**src/rtl/aes_cipher_core.sv**
```systemverilog
// AES-128 iterative encryption core: one round per clock over a flat,
// externally held round-key schedule, valid/ready on both sides.
//
// state  | meaning
// -------+-------------------------------------------------------------
// IDLE   | waiting for a block; in_ready high
// ROUND  | applying rounds 1..Nr, one per edge, keys read live
// DONE   | ciphertext presented; waits for out_ready
module aes_cipher_core #(
    parameter int Nb   = 128,
    parameter int Nr   = 10,
    parameter int WORD = 32
) (
    input  logic                   clk,
    input  logic                   rst_n,
    input  logic                   in_valid,
    output logic                   in_ready,
    input  logic [Nb-1:0]          plain_in,
    input  logic [Nb*(Nr+1)-1:0]   key_schedule,
    output logic                   out_valid,
    input  logic                   out_ready,
    output logic [Nb-1:0]          cipher_out,
    output logic                   busy,
    output logic [3:0]             round_idx
);

    localparam logic [1:0] ST_IDLE  = 2'd0;
    localparam logic [1:0] ST_ROUND = 2'd1;
    localparam logic [1:0] ST_DONE  = 2'd2;

    localparam logic [3:0] LAST_ROUND = 4'(Nr);

    // Forward S-box, entry 0x00 in the top byte.
    localparam logic [2047:0] SBOX_TABLE = {
        128'h637c777bf26b6fc53001672bfed7ab76,
        128'hca82c97dfa5947f0add4a2af9ca472c0,
        128'hb7fd9326363ff7cc34a5e5f171d83115,
        128'h04c723c31896059a071280e2eb27b275,
        128'h09832c1a1b6e5aa0523bd6b329e32f84,
        128'h53d100ed20fcb15b6acbbe394a4c58cf,
        128'hd0efaafb434d338545f9027f503c9fa8,
        128'h51a3408f929d38f5bcb6da2110fff3d2,
        128'hcd0c13ec5f974417c4a77e3d645d1973,
        128'h60814fdc222a908846eeb814de5e0bdb,
        128'he0323a0a4906245cc2d3ac629195e479,
        128'he7c8376d8dd54ea96c56f4ea657aae08,
        128'hba78252e1ca6b4c6e8dd741f4bbd8b8a,
        128'h703eb5664803f60e613557b986c11d9e,
        128'he1f8981169d98e949b1e87e9ce5528df,
        128'h8ca1890dbfe6426841992d0fb054bb16
    };

    function automatic logic [7:0] sbox(input logic [7:0] x);
        // Entry x sits at bit offset 8*(255-x) == {~x, 3'b000}.
        return SBOX_TABLE[{~x, 3'b000} +: 8];
    endfunction

    function automatic logic [7:0] xtime(input logic [7:0] b);
        return {b[6:0], 1'b0} ^ (b[7] ? 8'h1b : 8'h00);
    endfunction

    function automatic logic [WORD-1:0] mix_column(input logic [WORD-1:0] c);
        logic [7:0] a0, a1, a2, a3;
        a0 = c[31:24];
        a1 = c[23:16];
        a2 = c[15:8];
        a3 = c[7:0];
        return {xtime(a0) ^ xtime(a1) ^ a1 ^ a2 ^ a3,
                a0 ^ xtime(a1) ^ xtime(a2) ^ a2 ^ a3,
                a0 ^ a1 ^ xtime(a2) ^ xtime(a3) ^ a3,
                xtime(a0) ^ a0 ^ a1 ^ a2 ^ xtime(a3)};
    endfunction

    function automatic logic [Nb-1:0] sub_bytes(input logic [Nb-1:0] s);
        logic [Nb-1:0] o;
        o = '0;
        for (int i = 0; i < Nb / 8; i++) begin
            o[8*i +: 8] = sbox(s[8*i +: 8]);
        end
        return o;
    endfunction

    // Byte k is s[127-8k -: 8]; column c holds bytes 4c..4c+3, row r = k % 4.
    function automatic logic [Nb-1:0] shift_rows(input logic [Nb-1:0] s);
        logic [Nb-1:0] o;
        o = '0;
        for (int c = 0; c < 4; c++) begin
            for (int r = 0; r < 4; r++) begin
                o[Nb-1-8*(4*c+r) -: 8] = s[Nb-1-8*(4*((c+r)%4)+r) -: 8];
            end
        end
        return o;
    endfunction

    function automatic logic [Nb-1:0] mix_columns(input logic [Nb-1:0] s);
        logic [Nb-1:0] o;
        o = '0;
        for (int c = 0; c < 4; c++) begin
            o[Nb-1-WORD*c -: WORD] = mix_column(s[Nb-1-WORD*c -: WORD]);
        end
        return o;
    endfunction

    logic [1:0]    fsm_q, fsm_d;
    logic [Nb-1:0] blk_q, blk_d;
    logic [3:0]    round_idx_q, round_idx_d;
    logic [Nb-1:0] cipher_q, cipher_d;

    logic [Nb-1:0] rk_sel;
    logic [Nb-1:0] sr_out;
    logic [Nb-1:0] mid_out;
    logic [Nb-1:0] final_out;

    // Round datapath: key picked live from the schedule by the round counter.
    always_comb begin
        rk_sel    = key_schedule[Nb*int'(round_idx_q) +: Nb];
        sr_out    = shift_rows(sub_bytes(blk_q));
        mid_out   = mix_columns(sr_out) ^ rk_sel;
        final_out = sr_out ^ rk_sel;
    end

    // Next-state, state-register and round-counter control.
    always_comb begin
        fsm_d       = fsm_q;
        blk_d       = blk_q;
        round_idx_d = round_idx_q;
        cipher_d    = cipher_q;
        case (fsm_q)
            ST_IDLE: begin
                if (in_valid) begin
                    blk_d       = plain_in ^ key_schedule[Nb-1:0];
                    round_idx_d = 4'd1;
                    fsm_d       = ST_ROUND;
                end
            end
            ST_ROUND: begin
                if (round_idx_q == LAST_ROUND) begin
                    blk_d       = final_out;
                    cipher_d    = final_out;
                    round_idx_d = 4'd0;
                    fsm_d       = ST_DONE;
                end else begin
                    blk_d       = mid_out;
                    round_idx_d = round_idx_q + 4'd1;
                end
            end
            ST_DONE: begin
                if (out_ready) begin
                    fsm_d = ST_IDLE;
                end
            end
            default: begin
                fsm_d       = ST_IDLE;
                round_idx_d = 4'd0;
            end
        endcase
    end

    // State flops; reset aborts any block in flight.
    always_ff @(posedge clk or negedge rst_n) begin
        if (!rst_n) begin
            fsm_q       <= ST_IDLE;
            blk_q       <= '0;
            round_idx_q <= 4'd0;
            cipher_q    <= '0;
        end else begin
            fsm_q       <= fsm_d;
            blk_q       <= blk_d;
            round_idx_q <= round_idx_d;
            cipher_q    <= cipher_d;
        end
    end

    assign in_ready   = (fsm_q == ST_IDLE);
    assign out_valid  = (fsm_q == ST_DONE);
    assign busy       = (fsm_q == ST_ROUND) || (fsm_q == ST_DONE);
    assign cipher_out = cipher_q;
    assign round_idx  = round_idx_q;

endmodule

```
**config.mk**
```make
export PLATFORM = sky130hd
export DESIGN_NAME = aes_cipher_core
export DESIGN_NICKNAME = d
export VERILOG_FILES = /design/src/rtl/aes_cipher_core.sv
export SDC_FILE = /design/constraint.sdc
export NUM_CORES = 2
export LEC_CHECK = 0
export CORE_AREA = 2 2 644 646
export DETAILED_ROUTE_END_ITERATION = 8
export DIE_AREA = 0 0 646 648
export GPL_TIMING_DRIVEN = 0
export PLACE_DENSITY = 0.46
export SLEW_MARGIN = 25
export SYNTH_ARGS = -nofsm -noshare
export SYNTH_HDL_FRONTEND = slang
export SYNTH_SLANG_ARGS = --single-unit
```
**constraint.sdc**
```tcl
create_clock -name clk -period 4.95 [get_ports clk]
set_input_delay 0.99 -clock clk [delete_from_list [all_inputs] [get_ports clk]]
set_output_delay 0.99 -clock clk [all_outputs]
set_load 0.01 [all_outputs]
```
==> reports/metrics.yaml <==
sta:
  setup_viol: 68
  min_period_ps: 5210
  finalMaxSlewViolations: 0
  hold_viol: 0
  max_freq_mhz: 192
  period_share: 1.05
  rsz0062_at_grt: "true"
  setup_ws_ps: -260
  slew_headroom: 0.186
  tightest_slew_ps: 1220
  fin_skew_ps: 58.4
global_route:
  antenna_found_initial: 410
  grt_pass1_wl_um: 1360000
  track_usage: 0.501
  grt_pass1_vias: 115168
  overflow: 0
  grt_max_degree: 68
setup_path:
  critical-path-top-delay-family: "buffers and inverters"
  startpoint_type: "flop"
  critical_path.endpoint_type: "flop"
  slowest_stage: "clkbuf_1"
  rrSetupSlack_ps: -260
  path_buf_inv: 3
  cpPeakStageDelay_ps: 840
  path_class: "flop to flop"
  cp_common_cell: "xnor2_1"
  crit_path_max_fanout: 10
  path_cells: "inv_2, clkbuf_2, clkbuf_1, mux2i_1, o221ai_2, xnor2_1, xnor2_1, xnor2_2, a22oi_1, o21ai_0"
  worst_ep_arrival_time_ps: 5830
  cp.required_ps: 5570
logic_synthesis:
  synth.area.mux_share: 0.165
  synth_adder_area_share: 0.0355
  yosys.area_share.simple: 0.210
  avgSynthCellArea_um2: 7.25
  synth_xor_area_frac: 0.0936
  synth_top_family_by_area: "compound AO/OA/AOI/OAI gates"
  yosysWarnings: 0
  synthDistinctLibCells: 114
  synth_compound_gate_area_share: 0.338
  ys_ff_latch: 262
  synthCells: 11038
  syn_nets: 12804
  seq_area_frac_synth: 0.0820
  synthFlopType: "dfrtp_1"
  syn_area_um2: 80000
  async_flop_share: 1.00
  synth_edf_count: 0
placed_design:
  pre_cts_slack_ps: -3470
  hpwl_um: 908000
  place.gp.congestion: 1.09
  io_buffers: 1674
cells_and_area:
  drive_gt1_frac: 0.183
  area_growth_pct: 44.4
  nNetsFinal: 14791
floorplan:
  die_width_um: 646
  die-area_um2: 419000
  pin_count: 1675
  fp.dieH_um: 648
  rows: 236
  start_util: 0.194
  core_um2: 412000
cts:
  cts_root_buf: "clkbuf_16"
  insertion_delay_ps: 770
  clk_pin_slew_ps: 70
  cts_tree: "done"
  cts_max_level: 2
  cts_buffers: 46
  hold_buffers: 0
  cts_sinks: 262
  clk_path_buf_depth: 3
min_path:
  hp-class: "input pin to asynchronous set/reset pin"
route:
  routed_wl_um: 1100000
  drt_iter0_markers: 19738
  wl_per_cell_um: 58.2
  num_vias: 125052
  drc: 0
  drtAntennaViolNets: 0
  first_pass_iters: 9
  viasPerCell: 6.61
outcome:
  status: "finished with violations"
  failed_checks: "setup timing"
job:
  drv_cap: 0
final cells by class:
class / instances / area [um2]
flip-flops and latches: 262 / 6610
diodes: 378 / 946
plain buffers: 1222 / 6240
clock inverters: 28 / 279
repair buffers: 1992 / 21300
inverters: 157 / 696
fillers: 45777 / 296000
clock buffers: 57 / 1270
well taps: 5474 / 6850
multi-input cells: 9344 / 71300
layout by cell type (no fill, tap or decap), types with 112 or more instances in the layout:
cell type,n
dfrtp_1,229
o211ai_1,198
nor3_1,345
mux2i_1,288
buf_4,213
o221ai_1,170
a21oi_1,767
nor2_1,748
xnor2_1,521
clkbuf_1,403
diode_2,378
a211oi_1,215
buf_2,375
o21ai_0,902
a311oi_1,138
nor2b_1,239
a21o_1,112
clkbuf_2,225
clkdlybuf4s50_1,1671
nand2_1,977
xor2_1,208
mux4_2,427
o31ai_1,117
nand2b_1,263
ha_1,199
o311ai_0,156
nand3_1,315
a31oi_1,224
through the flow:
step / hold slack, ps / cell area, um2 / util / instances / TNS [ps]
finish: 121 / 115000 / 0.280 / 18914 / -5010
detailed placement: 465 / 108000 / 0.262 / 18344 / -521440
floorplan: 486 / 80000 / - / 11038 / 0
CTS: 111 / 113000 / 0.275 / 18509 / -24.3
global route: 138 / 115000 / 0.279 / 18743 / -294
global placement: 461 / 104000 / 0.252 / 18186 / -4292350
registers in the layout, summed over array words and instances (netlist names):
| name | count |
|---|---|
| blk_q | 128 |
| cipher_out | 128 |
| fsm_q | 2 |
| round_idx | 4 |
synth_stat cells, types with 90 or more instances:
library cell | n | area share
o211ai_1 | 198 | 0.019
a21oi_1 | 789 | 0.049
a21o_1 | 112 | 0.011
xor2_1 | 233 | 0.026
nand3_1 | 317 | 0.020
mux2i_1 | 318 | 0.040
nand2b_1 | 282 | 0.022
clkbuf_1 | 715 | 0.034
o31ai_1 | 121 | 0.011
nand2_1 | 994 | 0.047
and2_1 | 90 | 0.0070
buf_2 | 373 | 0.023
o221ai_1 | 256 | 0.028
a211oi_1 | 229 | 0.021
o21ai_0 | 947 | 0.059
xnor2_1 | 596 | 0.065
dfrtp_1 | 262 | 0.082
buf_1 | 140 | 0.0066
or2_2 | 92 | 0.0072
mux4_2 | 427 | 0.12
a311oi_1 | 143 | 0.016
o311ai_0 | 169 | 0.019
nor2b_1 | 283 | 0.022
ha_1 | 226 | 0.035
inv_1 | 120 | 0.0056
nor3_1 | 364 | 0.023
a31oi_1 | 228 | 0.018
nor2_1 | 803 | 0.038
repair_timing:
action	4_1_cts	5_1_grt
endpoints found under the setup margin	261	110
buffers inserted	124	36
pin swaps	47	32
gates resized for setup	774	270
routing by layer:
layer	up-vias	wire, um	GRT usage
met1	64022	396000	0.563
met3	3077	152000	0.246
met2	11427	431000	0.693
met4	166	120000	0.447
li1	46360	-	-
met5	-	1560	0.0131
path summary, 6_finish.rpt:
kind | from | endpoint | cells past startpoint
min in group clk | cipher_out[6] | cipher_out[6] | 1
hold reg to reg | cipher_out[6] | cipher_out[6] | 1
max in group asynchronous | rst_n | blk_q[89] | 4
setup reg to reg | round_idx[2] | blk_q[14] | 10
setup / recovery | round_idx[2] | blk_q[14] | 10
hold / removal | rst_n | blk_q[62] | 1
cell families after synthesis:
| logic type | Yosys count |
|---|---|
| and+or+nand+nor | 3514 |
| buffers and inverters | 1432 |
| xor gates and xnor gates | 840 |
| adders and majority gates | 227 |
| AOI/OAI and AO/OA | 3986 |
| DFF | 262 |
| muxes | 777 |
Power is left out: the tool's default activity adds up to more than one toggle a clock period on the data nets, which glitch-free logic cannot reach.
